--- src/rtl/branch_pkg.sv ---
// Shared definitions for the branch sequencing controller.
//   - RISC-V branch funct3 condition codes
//   - controller FSM state encoding
//   - default flush length and flush counter width
//   - latched branch request record
package branch_pkg;

  localparam logic [2:0] F3_BEQ  = 3'b000;
  localparam logic [2:0] F3_BNE  = 3'b001;
  localparam logic [2:0] F3_BLT  = 3'b100;
  localparam logic [2:0] F3_BGE  = 3'b101;
  localparam logic [2:0] F3_BLTU = 3'b110;
  localparam logic [2:0] F3_BGEU = 3'b111;

  localparam int FLUSH_CYCLES_DEF = 2;
  // Wide enough for the largest legal flush length (15).
  localparam int FCNT_W = 4;

  typedef enum logic [1:0] {
    S_IDLE  = 2'd0,
    S_EVAL  = 2'd1,
    S_FLUSH = 2'd2
  } state_e;

  typedef struct packed {
    logic [31:0] op1;
    logic [31:0] op2;
    logic [2:0]  funct3;
    logic [31:0] pc;
    logic [31:0] imm;
  } br_req_t;

endpackage

--- src/rtl/branch_seq_ctrl_if.sv ---
// Request / resolution bus of the branch sequencing controller.
//   master : issue side (drives the request, observes resolution)
//   slave  : the controller
interface branch_seq_ctrl_if;
  logic        req_valid;
  logic        req_ready;
  logic [31:0] op1;
  logic [31:0] op2;
  logic [2:0]  funct3;
  logic [31:0] pc;
  logic [31:0] imm;
  logic        resp_valid;
  logic        taken;
  logic        illegal;
  logic        redirect_valid;
  logic [31:0] redirect_pc;
  logic        misalign;
  logic        flush;

  modport master (
    output req_valid, op1, op2, funct3, pc, imm,
    input  req_ready, resp_valid, taken, illegal,
           redirect_valid, redirect_pc, misalign, flush
  );

  modport slave (
    input  req_valid, op1, op2, funct3, pc, imm,
    output req_ready, resp_valid, taken, illegal,
           redirect_valid, redirect_pc, misalign, flush
  );
endinterface

--- src/rtl/branch_comp.sv ---
// Branch condition comparator (purely combinational).
//   op1, op2 : operands
//   funct3   : condition code
//   taken    : condition holds (never set for an illegal code)
//   illegal  : funct3 is 010 or 011
module branch_comp
  import branch_pkg::*;
(
  input  logic [31:0] op1,
  input  logic [31:0] op2,
  input  logic [2:0]  funct3,
  output logic        taken,
  output logic        illegal
);

  always_comb begin
    taken   = 1'b0;
    illegal = 1'b0;
    case (funct3)
      F3_BEQ:  taken = (op1 == op2);
      F3_BNE:  taken = (op1 != op2);
      F3_BLT:  taken = ($signed(op1) <  $signed(op2));
      F3_BGE:  taken = ($signed(op1) >= $signed(op2));
      F3_BLTU: taken = (op1 <  op2);
      F3_BGEU: taken = (op1 >= op2);
      default: illegal = 1'b1;
    endcase
  end

endmodule

--- src/rtl/branch_seq_ctrl.sv ---
// Branch sequencing controller.
// Accepts one branch in IDLE, resolves it one cycle later in EVAL, and on a
// taken, word-aligned target issues a fetch redirect and holds flush for
// FLUSH_CYCLES cycles. Keeps saturating counts of resolved and taken branches.
//   clk, rst_n          : clock, async active-low reset
//   bus (slave)         : request handshake, resolution and redirect outputs
//   br_cnt, taken_cnt   : saturating statistics counters
module branch_seq_ctrl
  import branch_pkg::*;
#(
  parameter int FLUSH_CYCLES = FLUSH_CYCLES_DEF,
  parameter int CNT_W        = 16
) (
  input  logic              clk,
  input  logic              rst_n,
  branch_seq_ctrl_if.slave  bus,
  output logic [CNT_W-1:0]  br_cnt,
  output logic [CNT_W-1:0]  taken_cnt
);

  state_e            state_q, state_d;
  logic [FCNT_W-1:0] fcnt_q, fcnt_d;
  br_req_t           req_q, req_d;
  logic [31:0]       rpc_q, rpc_d;
  logic [CNT_W-1:0]  br_q, br_d, tk_q, tk_d;
  logic [31:0]       target;
  logic              cmp_taken, cmp_illegal;

  branch_comp u_comp (
    .op1     (req_q.op1),
    .op2     (req_q.op2),
    .funct3  (req_q.funct3),
    .taken   (cmp_taken),
    .illegal (cmp_illegal)
  );

  // 32-bit add: wrap-around is intentional and silent.
  assign target = req_q.pc + req_q.imm;

  always_comb begin
    state_d            = state_q;
    fcnt_d             = fcnt_q;
    req_d              = req_q;
    rpc_d              = rpc_q;
    br_d               = br_q;
    tk_d               = tk_q;
    bus.req_ready      = 1'b0;
    bus.resp_valid     = 1'b0;
    bus.taken          = 1'b0;
    bus.illegal        = 1'b0;
    bus.redirect_valid = 1'b0;
    bus.redirect_pc    = rpc_q;
    bus.misalign       = 1'b0;
    bus.flush          = 1'b0;
    case (state_q)
      S_IDLE: begin
        bus.req_ready = 1'b1;
        if (bus.req_valid) begin
          req_d   = '{op1: bus.op1, op2: bus.op2, funct3: bus.funct3,
                      pc: bus.pc, imm: bus.imm};
          state_d = S_EVAL;
        end
      end
      S_EVAL: begin
        bus.resp_valid = 1'b1;
        bus.taken      = cmp_taken;
        bus.illegal    = cmp_illegal;
        state_d        = S_IDLE;
        if (br_q != '1) br_d = br_q + CNT_W'(1);
        if (cmp_taken) begin
          if (target[1:0] == 2'b00) begin
            bus.redirect_valid = 1'b1;
            bus.redirect_pc    = target;
            rpc_d              = target;
            fcnt_d             = FCNT_W'(FLUSH_CYCLES);
            state_d            = S_FLUSH;
            if (tk_q != '1) tk_d = tk_q + CNT_W'(1);
          end else begin
            // Misaligned target: report only, the pipeline is not disturbed.
            bus.misalign = 1'b1;
          end
        end
      end
      S_FLUSH: begin
        bus.flush = 1'b1;
        fcnt_d    = fcnt_q - FCNT_W'(1);
        if (fcnt_q == FCNT_W'(1)) state_d = S_IDLE;
      end
      default: state_d = S_IDLE;
    endcase
  end

  always_ff @(posedge clk or negedge rst_n) begin
    if (!rst_n) begin
      state_q <= S_IDLE;
      fcnt_q  <= '0;
      req_q   <= '0;
      rpc_q   <= '0;
      br_q    <= '0;
      tk_q    <= '0;
    end else begin
      state_q <= state_d;
      fcnt_q  <= fcnt_d;
      req_q   <= req_d;
      rpc_q   <= rpc_d;
      br_q    <= br_d;
      tk_q    <= tk_d;
    end
  end

  assign br_cnt    = br_q;
  assign taken_cnt = tk_q;

endmodule

--- src/flat_wrapper.sv ---
// flat-port wrapper written by rule: the top's interface ports become plain ports
module branch_seq_ctrl_flat import branch_pkg::*;
#(
  parameter int FLUSH_CYCLES = FLUSH_CYCLES_DEF,
  parameter int CNT_W        = 16
)
  (clk, rst_n, br_cnt, taken_cnt, bus_req_valid, bus_op1, bus_op2, bus_funct3, bus_pc, bus_imm, bus_req_ready, bus_resp_valid, bus_taken, bus_illegal, bus_redirect_valid, bus_redirect_pc, bus_misalign, bus_flush);
  branch_seq_ctrl_if bus_i ();
  input  logic clk;
  input  logic rst_n;
  output logic [CNT_W-1:0] br_cnt;
  output logic [CNT_W-1:0] taken_cnt;
  input wire logic [$bits(bus_i.req_valid)-1:0] bus_req_valid;
  input wire logic [$bits(bus_i.op1)-1:0] bus_op1;
  input wire logic [$bits(bus_i.op2)-1:0] bus_op2;
  input wire logic [$bits(bus_i.funct3)-1:0] bus_funct3;
  input wire logic [$bits(bus_i.pc)-1:0] bus_pc;
  input wire logic [$bits(bus_i.imm)-1:0] bus_imm;
  output wire logic [$bits(bus_i.req_ready)-1:0] bus_req_ready;
  output wire logic [$bits(bus_i.resp_valid)-1:0] bus_resp_valid;
  output wire logic [$bits(bus_i.taken)-1:0] bus_taken;
  output wire logic [$bits(bus_i.illegal)-1:0] bus_illegal;
  output wire logic [$bits(bus_i.redirect_valid)-1:0] bus_redirect_valid;
  output wire logic [$bits(bus_i.redirect_pc)-1:0] bus_redirect_pc;
  output wire logic [$bits(bus_i.misalign)-1:0] bus_misalign;
  output wire logic [$bits(bus_i.flush)-1:0] bus_flush;
  assign bus_i.req_valid = bus_req_valid;
  assign bus_i.op1 = bus_op1;
  assign bus_i.op2 = bus_op2;
  assign bus_i.funct3 = bus_funct3;
  assign bus_i.pc = bus_pc;
  assign bus_i.imm = bus_imm;
  assign bus_req_ready = bus_i.req_ready;
  assign bus_resp_valid = bus_i.resp_valid;
  assign bus_taken = bus_i.taken;
  assign bus_illegal = bus_i.illegal;
  assign bus_redirect_valid = bus_i.redirect_valid;
  assign bus_redirect_pc = bus_i.redirect_pc;
  assign bus_misalign = bus_i.misalign;
  assign bus_flush = bus_i.flush;
  branch_seq_ctrl #(.FLUSH_CYCLES(FLUSH_CYCLES), .CNT_W(CNT_W)) u_core (.clk(clk), .rst_n(rst_n), .bus(bus_i), .br_cnt(br_cnt), .taken_cnt(taken_cnt));
endmodule
--- config.mk ---
export PLATFORM = sky130hd
export DESIGN_NAME = branch_seq_ctrl_flat
export DESIGN_NICKNAME = d
export VERILOG_FILES = /design/src/rtl/branch_pkg.sv /design/src/rtl/branch_seq_ctrl_if.sv /design/src/rtl/branch_comp.sv /design/src/rtl/branch_seq_ctrl.sv /design/src/flat_wrapper.sv
export SDC_FILE = /design/constraint.sdc
export NUM_CORES = 1
export LEC_CHECK = 0
export ABC_AREA = 1
export BUFFER_PORTS_ARGS = -buffer_cell sky130_fd_sc_hd__buf_2
export CORE_MARGIN = 5
export CORE_UTILIZATION = 51
export DETAILED_ROUTE_END_ITERATION = 8
export PLACE_DENSITY = 0.86
export SETUP_SLACK_MARGIN = 0.15
export SYNTH_ARGS = -nofsm -noshare
export SYNTH_HDL_FRONTEND = slang
export SYNTH_HIERARCHICAL = 1
export SYNTH_SLANG_ARGS = --single-unit
--- constraint.sdc ---
create_clock -name clk -period 2.8 [get_ports clk]
set_input_delay 0.42 -clock clk [delete_from_list [all_inputs] [get_ports clk]]
set_output_delay 0.42 -clock clk [all_outputs]
set_load 0.03 [all_outputs]
==> results of run 1 <==
[worst max-delay path by stage]
stage | cells after the start | start | end | slack, ps
after floorplan | 18 | u_core/req_q[120] | bus_redirect_pc[0] | 90
after global placement | 19 | u_core/req_q[114] | bus_redirect_pc[5] | -180
after detailed placement | 18 | u_core/req_q[90] | bus_redirect_pc[6] | -270
after CTS | 21 | u_core/req_q[86] | bus_redirect_pc[24] | -780
after global routing | 20 | u_core/req_q[118] | bus_redirect_pc[18] | -990
final | 20 | u_core/req_q[108] | bus_redirect_pc[18] | -840
[critical path, stage by stage, from the launching register on]
cell and delay [ps]:
sky130_fd_sc_hd__dfrtp_1 420, sky130_fd_sc_hd__ha_4 260, sky130_fd_sc_hd__nand2_1 70, sky130_fd_sc_hd__nand2_1 60
sky130_fd_sc_hd__nand3_1 70, sky130_fd_sc_hd__nand2_1 80, sky130_fd_sc_hd__a21oi_2 190, sky130_fd_sc_hd__nand2_2 90
sky130_fd_sc_hd__nand2_2 120, sky130_fd_sc_hd__nand3_2 110, sky130_fd_sc_hd__nand3_1 80, sky130_fd_sc_hd__nand2_1 50
sky130_fd_sc_hd__nand3_1 90, sky130_fd_sc_hd__inv_2 50, sky130_fd_sc_hd__nor2_4 140, sky130_fd_sc_hd__nand2_8 130
sky130_fd_sc_hd__inv_8 120, sky130_fd_sc_hd__buf_4 120, sky130_fd_sc_hd__nand3_1 170, sky130_fd_sc_hd__nand2_4 130
sky130_fd_sc_hd__buf_6 130
[cell type report]
type / instances / area (um2)
Clock buffer: 28 / 613
Clock inverter: 9 / 109
Fill cell: 1776 / 7060
Inverter: 171 / 652
Multi-Input combinational cell: 1120 / 6060
Sequential cell: 201 / 5030
Tap cell: 280 / 350
Timing Repair Buffer: 267 / 1880
Timing Repair inverter: 1 / 8.76
[logic make-up (layout without fill, tap and decap cells)]
| logic type | after synthesis | after routing | share of synthesized area |
|---|---|---|---|
| xor+xnor | 40 | 40 | 0.0312 |
| buf+inv | 206 | 476 | 0.0709 |
| simple gates | 940 | 940 | 0.338 |
| fa+ha+maj | 68 | 68 | 0.0765 |
| compound gates | 72 | 72 | 0.0344 |
| flops | 201 | 201 | 0.449 |
[routing by layer]
metal / track usage / vias up
li1: - / 5235
met1: 0.305 / 4930
met2: 0.445 / 373
met3: 0.0484 / 88
met4: 0.0861 / 4
met5: 0 / -
[flip-flops by register name, summed over array words and instances, names as in the netlist]
| name | cells |
|---|---|
| u_core/req_q | 131 |
| u_core/rpc_q | 32 |
| u_core/br_cnt | 16 |
| u_core/taken_cnt | 16 |
| u_core/fcnt_q | 4 |
| u_core/state_q | 2 |
[power by group through the flow]
stage | sequential, mW | clock, mW | combinational [mW]
floorplan | 4.73 | 0 | 6.72
finish | 4.89 | 2.91 | 10.6
detailed placement | 4.82 | 0 | 9.19
CTS | 4.83 | 2.97 | 9.96
global route | 5.02 | 3.10 | 11.8
global placement | 4.77 | 0 | 8.97
[timing repair]
action	CTS	global route
buffers inserted	11	10
cloned	3	2
pin swaps	11	15
resized for setup	97	57
hold buffers	1	0
endpoints found under the hold margin	65	0
endpoints found under the setup margin	57	88
[metrics by stage]
| step | setup TNS (ps) | instance area (um2) |
|---|---|---|
| after CTS | -25420 | 14300 |
| after detailed placement | -7350 | 13100 |
| after global routing | -36750 | 14700 |
| after global placement | -5060 | 13100 |
| after floorplan | 0 | 11600 |
| final | -28580 | 14700 |
[layout by cell type, fill, tap and decap left out, types with 3 or more instances in the layout]
master | Yosys | routed
sky130_fd_sc_hd__inv_1 | 167 | 161
sky130_fd_sc_hd__nand2_1 | 724 | 673
sky130_fd_sc_hd__clkbuf_8 | 0 | 5
sky130_fd_sc_hd__xnor2_1 | 21 | 20
sky130_fd_sc_hd__nor2_4 | 2 | 6
sky130_fd_sc_hd__o21bai_1 | 4 | 4
sky130_fd_sc_hd__buf_16 | 0 | 3
sky130_fd_sc_hd__o21ai_4 | 0 | 10
sky130_fd_sc_hd__nand2_2 | 7 | 30
sky130_fd_sc_hd__nand3b_1 | 6 | 6
sky130_fd_sc_hd__clkinv_2 | 1 | 5
sky130_fd_sc_hd__ha_1 | 67 | 59
sky130_fd_sc_hd__ha_4 | 0 | 8
sky130_fd_sc_hd__dfrtp_1 | 201 | 201
sky130_fd_sc_hd__and2_1 | 3 | 3
sky130_fd_sc_hd__nand3_4 | 0 | 4
sky130_fd_sc_hd__or2_2 | 4 | 4
sky130_fd_sc_hd__nand4_1 | 11 | 11
sky130_fd_sc_hd__clkbuf_16 | 0 | 23
sky130_fd_sc_hd__nor2_2 | 2 | 6
sky130_fd_sc_hd__buf_2 | 10 | 168
sky130_fd_sc_hd__o21ai_0 | 22 | 9
sky130_fd_sc_hd__xor2_1 | 19 | 19
sky130_fd_sc_hd__buf_12 | 0 | 6
sky130_fd_sc_hd__buf_4 | 0 | 53
sky130_fd_sc_hd__nor3_1 | 18 | 17
sky130_fd_sc_hd__o21ai_1 | 0 | 3
sky130_fd_sc_hd__buf_6 | 1 | 33
sky130_fd_sc_hd__nand3_2 | 0 | 8
sky130_fd_sc_hd__nor2_1 | 82 | 74
sky130_fd_sc_hd__a21oi_1 | 40 | 33
sky130_fd_sc_hd__inv_2 | 1 | 7
sky130_fd_sc_hd__nor3_2 | 3 | 3
sky130_fd_sc_hd__nand3_1 | 70 | 58
sky130_fd_sc_hd__a21oi_2 | 1 | 7
sky130_fd_sc_hd__nand2_4 | 0 | 27
sky130_fd_sc_hd__nor4_1 | 5 | 5
==> flow_results.xml, run 1 <==
<?xml version="1.0" encoding="UTF-8"?>
<metrics>
  <group name="detailed_routing">
    <metric name="drc" unit="">0</metric>
    <metric name="routed_wire_length_per_instance" unit="um">15.6</metric>
    <metric name="met3_length" unit="um">2180</metric>
    <metric name="vias" unit="">10600</metric>
    <metric name="wl_met1" unit="um">12500</metric>
    <metric name="postRouteAntennaNets" unit="">0</metric>
    <metric name="routed_via_density" unit="">5.12</metric>
    <metric name="firstDrtPassIters" unit="">8</metric>
    <metric name="wl_met2" unit="um">16600</metric>
    <metric name="drt-initial-drc-count" unit="">560</metric>
    <metric name="finalWirelength" unit="um">32500</metric>
    <metric name="topRoutingLayerUsed" unit="">met5</metric>
  </group>
  <group name="critical_path">
    <metric name="regToRegSetupSlack" unit="ps">-200</metric>
    <metric name="r2r-end" unit="">u_core/taken_cnt[11]</metric>
    <metric name="reg2regPathDepth" unit="">22</metric>
    <metric name="crit_fanout" unit="">5</metric>
    <metric name="reg2reg_from" unit="">u_core/req_q[108]</metric>
    <metric name="critical_path_arrival" unit="ps">3220</metric>
    <metric name="required_time_of_the_critical_path" unit="ps">2380</metric>
    <metric name="worstSetupEndpointType" unit="">primary output</metric>
    <metric name="timing.setup.critical_path_class" unit="">reg2out</metric>
    <metric name="cp-start-kind" unit="">flop</metric>
  </group>
  <group name="synthesis">
    <metric name="synthDominantCellAreaShare" unit="">0.449</metric>
    <metric name="synth_top_flop_cell" unit="">sky130_fd_sc_hd__dfrtp_1</metric>
    <metric name="ys_types" unit="">36</metric>
    <metric name="synthesis.instances" unit="">1527</metric>
    <metric name="synth_seq_cells" unit="">201</metric>
    <metric name="synth_fp_nets" unit="">1729</metric>
    <metric name="postSynthAreaPerCell" unit="um2">7.34</metric>
    <metric name="synth_top_cell_by_area" unit="">sky130_fd_sc_hd__dfrtp_1</metric>
    <metric name="synth_common_cells" unit="">sky130_fd_sc_hd__nand2_1, sky130_fd_sc_hd__dfrtp_1, sky130_fd_sc_hd__inv_1</metric>
    <metric name="yosys.cell_count.top_type" unit="">sky130_fd_sc_hd__nand2_1</metric>
    <metric name="synthArstFlopShare" unit="">1.00</metric>
    <metric name="post_synth_main_area_contributors" unit="">sky130_fd_sc_hd__dfrtp_1, sky130_fd_sc_hd__nand2_1, sky130_fd_sc_hd__ha_1</metric>
    <metric name="synth.cell_area" unit="um2">11200</metric>
    <metric name="register_area_share_after_synthesis" unit="">0.449</metric>
    <metric name="yosysWarningCount" unit="">6</metric>
    <metric name="synth_enable_flop_cells" unit="">0</metric>
  </group>
  <group name="placed_design">
    <metric name="dpl_wire_length" unit="um">22600</metric>
    <metric name="place_congestion" unit="">0.894</metric>
    <metric name="place_ws" unit="ps">-267</metric>
    <metric name="buffer_ports.inserted" unit="">204</metric>
    <metric name="dpl.cell_count" unit="">2013</metric>
  </group>
  <group name="pwr">
    <metric name="power.internal" unit="mW">9.82</metric>
    <metric name="share_clk_of_total_power" unit="">0.158</metric>
    <metric name="sequentialPowerShare" unit="">0.265</metric>
    <metric name="power_switching" unit="mW">8.61</metric>
    <metric name="power_density" unit="nW/um2">1250</metric>
    <metric name="netSwitchingFraction" unit="">0.467</metric>
    <metric name="leakagePower" unit="nW">8.16</metric>
    <metric name="worst_ir_drop_vdd" unit="mV">0.755</metric>
    <metric name="design_power_total" unit="mW">18.4</metric>
    <metric name="combinationalPowerShare" unit="">0.577</metric>
  </group>
  <group name="sta">
    <metric name="worst-slew-pin-transition" unit="ps">669</metric>
    <metric name="worst_hold_slack" unit="ps">99.6</metric>
    <metric name="finalHoldViolations" unit="">0</metric>
    <metric name="setup_repair_after_global_routing_missed_its_margin" unit="">true</metric>
    <metric name="layout_min_cycle_time" unit="ps">3640</metric>
    <metric name="max_clock_freq" unit="GHz">0.275</metric>
    <metric name="worst_slew_margin_rel" unit="">0.554</metric>
    <metric name="slew_violations" unit="">0</metric>
    <metric name="final-setup-viol-count" unit="">52</metric>
    <metric name="worst_clock_skew" unit="ps">10.2</metric>
    <metric name="period_share" unit="">1.30</metric>
    <metric name="fin_ws" unit="ps">-835</metric>
  </group>
  <group name="die">
    <metric name="fp.coreArea" unit="um2">21800</metric>
    <metric name="num_ports" unit="">205</metric>
    <metric name="floorplan.die.width" unit="um">158</metric>
    <metric name="die-area" unit="um2">25100</metric>
    <metric name="floorplan.initialDensity" unit="">0.515</metric>
    <metric name="placementRows" unit="">54</metric>
    <metric name="die_height" unit="um">158</metric>
  </group>
  <group name="grt">
    <metric name="gr-total-overflow" unit="">0</metric>
    <metric name="grt_first_pass_wirelength" unit="um">51000</metric>
    <metric name="pin_count_of_the_biggest_net_entering_global_routing" unit="">74</metric>
    <metric name="grt_antenna_before_repair" unit="">2</metric>
    <metric name="number_of_global_route_vias_before_repair" unit="">10700</metric>
    <metric name="globalRouteTotalUtil" unit="">0.250</metric>
  </group>
  <group name="clocking">
    <metric name="clk_pin_slew" unit="ps">60</metric>
    <metric name="clock_tree.htree_level_count" unit="">1</metric>
    <metric name="cts_tree" unit="">yes</metric>
    <metric name="cts_buffer_depth" unit="">3</metric>
    <metric name="cts.sinks" unit="">201</metric>
    <metric name="numCtsBuffers" unit="">22</metric>
    <metric name="clock_latency" unit="ps">510</metric>
    <metric name="clock_tree.root_cell" unit="">sky130_fd_sc_hd__clkbuf_16</metric>
  </group>
  <group name="final_layout">
    <metric name="instances_no_fill" unit="">2077</metric>
    <metric name="num_antenna_cells" unit="">0</metric>
    <metric name="fin_util" unit="">0.676</metric>
    <metric name="design.final.nets" unit="">1986</metric>
    <metric name="layout-area-overhead-vs-synth" unit="%">31.1</metric>
    <metric name="final_layout_size_suffix_gt1_frac" unit="">0.239</metric>
  </group>
  <group name="run_status">
    <metric name="status" unit="">complete, but fails checks</metric>
    <metric name="violations" unit="">setup timing</metric>
  </group>
  <group name="worst_hold_path">
    <metric name="holdPathStages" unit="">3</metric>
    <metric name="worst_hold_startpoint" unit="">bus_op2[19]</metric>
    <metric name="hold_path_class" unit="">in2reg</metric>
    <metric name="hold_end" unit="">u_core/req_q[86]</metric>
  </group>
  <group name="job">
    <metric name="timing.max_cap.violations" unit="">0</metric>
  </group>
</metrics>
No activity file was read; power rests on OpenSTA's default activity.
==> inputs of run 2 (changes only) <==
--- a/config.mk
+++ b/config.mk
@@ -8,9 +8,9 @@
 export ABC_AREA = 1
 export BUFFER_PORTS_ARGS = -buffer_cell sky130_fd_sc_hd__buf_2
 export CORE_MARGIN = 5
-export CORE_UTILIZATION = 51
+export CORE_UTILIZATION = 30
 export DETAILED_ROUTE_END_ITERATION = 8
-export PLACE_DENSITY = 0.86
+export PLACE_DENSITY = 0.57
 export SETUP_SLACK_MARGIN = 0.15
 export SYNTH_ARGS = -nofsm -noshare
 export SYNTH_HDL_FRONTEND = slang
==> constraint.sdc (replaced) <==
create_clock -name clk -period 4.4 [get_ports clk]
set_input_delay 0.66 -clock clk [delete_from_list [all_inputs] [get_ports clk]]
set_output_delay 0.66 -clock clk [all_outputs]
set_load 0.03 [all_outputs]
==> run 2 against run 1 <==
Compared with the run above:
- the flow now finishes without violations
- register-to-register slack better by 1500 ps
- wire length down 1.2%
- worst setup slack better by 1300 ps
- count of clock-buffer cells in the layout up 7
- critical endpoint is now bus_redirect_pc[16]
- sequential power down 38%
- hold slack better by 110 ps
- final cell count up 6.8%
- design area down 6.9%
- die area up 65%
- largest power group unchanged
- first-iteration DRC count down 9.8%
==> flow_results.xml, run 2 (same netlist as run 1, synthesis figures left out) <==
<?xml version="1.0" encoding="UTF-8"?>
<metrics>
  <group name="run_status">
    <metric name="status" unit="">finished clean</metric>
  </group>
  <group name="final_layout">
    <metric name="largest-register" unit="">u_core/req_q</metric>
    <metric name="most-common-layout-cells" unit="">sky130_fd_sc_hd__nand2_1, sky130_fd_sc_hd__buf_2, sky130_fd_sc_hd__dfrtp_1</metric>
    <metric name="largest_register_ffs" unit="">131</metric>
    <metric name="top_regs" unit="">u_core/req_q x131, u_core/rpc_q x32</metric>
    <metric name="design.final.nets" unit="">1933</metric>
    <metric name="instances_no_fill" unit="">2218</metric>
    <metric name="fillerInstances" unit="">3880</metric>
    <metric name="layout-area-overhead-vs-synth" unit="%">22.0</metric>
    <metric name="layout.cells.most_common" unit="">sky130_fd_sc_hd__nand2_1</metric>
    <metric name="finish.instance_area" unit="um2">13700</metric>
    <metric name="fin_util" unit="">0.372</metric>
    <metric name="final_layout_size_suffix_gt1_frac" unit="">0.162</metric>
  </group>
  <group name="placed_design">
    <metric name="dpl_wire_length" unit="um">24500</metric>
    <metric name="detailed_place.area" unit="um2">12800</metric>
    <metric name="place_ws" unit="ps">717</metric>
    <metric name="place_congestion" unit="">0.887</metric>
    <metric name="buffer_ports.inserted" unit="">204</metric>
    <metric name="dpl.cell_count" unit="">2171</metric>
  </group>
  <group name="sta">
    <metric name="slew_violations" unit="">0</metric>
    <metric name="worst_slew_margin_rel" unit="">0.380</metric>
    <metric name="worst_hold_slack" unit="ps">209</metric>
    <metric name="max_clock_freq" unit="GHz">0.252</metric>
    <metric name="finalHoldViolations" unit="">0</metric>
    <metric name="setup_repair_after_global_routing_missed_its_margin" unit="">false</metric>
    <metric name="worst_clock_skew" unit="ps">10.6</metric>
    <metric name="fin_ws" unit="ps">436</metric>
    <metric name="layout_min_cycle_time" unit="ps">3960</metric>
    <metric name="period_share" unit="">0.901</metric>
    <metric name="worst-slew-pin-transition" unit="ps">930</metric>
    <metric name="final-setup-viol-count" unit="">0</metric>
    <metric name="fin_tns_setup" unit="ps">0</metric>
  </group>
  <group name="die">
    <metric name="num_ports" unit="">205</metric>
    <metric name="fp.coreArea" unit="um2">36800</metric>
    <metric name="die_height" unit="um">203</metric>
    <metric name="placementRows" unit="">70</metric>
    <metric name="floorplan.die.width" unit="um">203</metric>
    <metric name="die-area" unit="um2">41300</metric>
    <metric name="floorplan.initialDensity" unit="">0.305</metric>
  </group>
  <group name="detailed_routing">
    <metric name="postRouteAntennaNets" unit="">0</metric>
    <metric name="routed_via_density" unit="">4.50</metric>
    <metric name="drc" unit="">0</metric>
    <metric name="routed_wire_length_per_instance" unit="um">14.5</metric>
    <metric name="vias" unit="">9980</metric>
    <metric name="finalWirelength" unit="um">32100</metric>
    <metric name="drt-initial-drc-count" unit="">505</metric>
    <metric name="firstDrtPassIters" unit="">5</metric>
  </group>
  <group name="critical_path">
    <metric name="cp-start-kind" unit="">flop</metric>
    <metric name="critical_path_arrival" unit="ps">3300</metric>
    <metric name="required_time_of_the_critical_path" unit="ps">3740</metric>
    <metric name="crit_fanout" unit="">19</metric>
    <metric name="regToRegSetupSlack" unit="ps">1320</metric>
    <metric name="reg2reg_from" unit="">u_core/req_q[104]</metric>
    <metric name="critPathLaunch" unit="">u_core/req_q[104]</metric>
    <metric name="timing.setup.critical_path_class" unit="">reg2out</metric>
    <metric name="worstSetupEndpointType" unit="">primary output</metric>
  </group>
  <group name="pwr">
    <metric name="power_density" unit="nW/um2">780</metric>
    <metric name="design_power_total" unit="mW">10.7</metric>
    <metric name="leakagePower" unit="nW">7.78</metric>
    <metric name="worst_ir_drop_vdd" unit="mV">0.278</metric>
  </group>
  <group name="grt">
    <metric name="pin_count_of_the_biggest_net_entering_global_routing" unit="">108</metric>
    <metric name="grt_antenna_before_repair" unit="">16</metric>
    <metric name="grt_first_pass_wirelength" unit="um">50900</metric>
    <metric name="globalRouteTotalUtil" unit="">0.151</metric>
    <metric name="number_of_global_route_vias_before_repair" unit="">9873</metric>
    <metric name="gr-total-overflow" unit="">0</metric>
  </group>
  <group name="clocking">
    <metric name="cts.hold.buffers_added" unit="">0</metric>
    <metric name="clock_tree.root_cell" unit="">sky130_fd_sc_hd__clkbuf_16</metric>
    <metric name="cts_tree" unit="">yes</metric>
    <metric name="numCtsBuffers" unit="">25</metric>
    <metric name="clock_latency" unit="ps">530</metric>
    <metric name="clk_pin_slew" unit="ps">50</metric>
    <metric name="clock_tree.htree_level_count" unit="">1</metric>
    <metric name="cts.sinks" unit="">201</metric>
    <metric name="cts_buffer_depth" unit="">3</metric>
  </group>
  <group name="job">
    <metric name="timing.max_cap.violations" unit="">0</metric>
  </group>
  <group name="worst_hold_path">
    <metric name="hold_path_class" unit="">in2async</metric>
  </group>
</metrics>
run 2: changes by cell type in the layout (fill, tap and decap cells not counted), moves of 7 or more:
cell                      previous run  this run
sky130_fd_sc_hd__buf_4              53         4
sky130_fd_sc_hd__nand2_1           673       722
sky130_fd_sc_hd__buf_2             168       202
sky130_fd_sc_hd__buf_6              33         0
sky130_fd_sc_hd__nand2_4            27         2
sky130_fd_sc_hd__nand2_2            30         7
sky130_fd_sc_hd__nand3_1            58        70
sky130_fd_sc_hd__o21ai_0             9        20
sky130_fd_sc_hd__o21ai_4            10         0
sky130_fd_sc_hd__ha_4                8         0
sky130_fd_sc_hd__nand3_2             8         0
sky130_fd_sc_hd__a21oi_1            33        40
sky130_fd_sc_hd__a21oi_2             7         0
sky130_fd_sc_hd__ha_1               59        66
run 2: area by class of cell:
cell class / instances / area, um2 / share of cell area
repair buffers: 212 / 1150 / 0.0839
well taps: 468 / 586 / 0.0428
inverters: 171 / 649 / 0.0475
flip-flops and latches: 201 / 5030 / 0.368
diodes: 2 / 5.00 / 0.000366
multi-input cells: 1120 / 5420 / 0.396
clock inverters: 9 / 101 / 0.00741
clock buffers: 35 / 743 / 0.0543
run 2: routing by layer:
| metal | share of wire | up-vias | wire length (um) | global-route usage |
|---|---|---|---|---|
| li1 | - | 5124 | - | - |
| met1 | 0.46 | 4534 | 14700 | 0.205 |
| met2 | 0.43 | 231 | 13800 | 0.233 |
| met3 | 0.083 | 63 | 2670 | 0.0545 |
| met4 | 0.020 | 28 | 634 | 0.0304 |
| met5 | 0.0060 | - | 194 | 0 |
run 2: what timing repair did:
| item | CTS | global route |
|---|---|---|
| cloned | 0 | 1 |
| pin swaps | 0 | 1 |
| setup endpoints to repair | 2 | 32 |
| buffers inserted | 0 | 0 |
| resized for setup | 0 | 14 |
run 2: final timing paths:
path / end / cells after the start
worst min register to register: u_core/rpc_q[28] / 2
worst min-delay path: u_core/br_cnt[9] / 1
max in group asynchronous: u_core/req_q[64] / 2
min in group clk: u_core/req_q[77] / 3
worst max-delay path: bus_redirect_pc[16] / 20
worst max register to register: u_core/taken_cnt[13] / 21
run 2: worst max-delay path: stages (launching register included):
cell	delay [ps]
sky130_fd_sc_hd__dfrtp_1	390
sky130_fd_sc_hd__ha_1	310
sky130_fd_sc_hd__a21oi_1	160
sky130_fd_sc_hd__nor2_1	60
sky130_fd_sc_hd__nor2_1	120
sky130_fd_sc_hd__nand2_1	70
sky130_fd_sc_hd__nand2_1	50
sky130_fd_sc_hd__nand2_1	80
sky130_fd_sc_hd__nand2_2	100
sky130_fd_sc_hd__nand3_1	100
sky130_fd_sc_hd__nand3_1	110
sky130_fd_sc_hd__nand2_1	50
sky130_fd_sc_hd__nand3_1	90
sky130_fd_sc_hd__inv_1	80
sky130_fd_sc_hd__nor2_4	130
sky130_fd_sc_hd__nand2_4	120
sky130_fd_sc_hd__inv_6	180
sky130_fd_sc_hd__buf_4	180
sky130_fd_sc_hd__nand3_1	100
sky130_fd_sc_hd__nand2_1	90
sky130_fd_sc_hd__buf_2	200
run 2: where the power goes:
part	internal, mW	leakage [nW]	total (mW)	switching, mW
combinational	1.83	4.83	5.55	3.73
sequential	2.59	2.53	3.04	0.448
clock	1.29	0.420	2.08	0.793
total	5.71	7.78	10.7	4.97
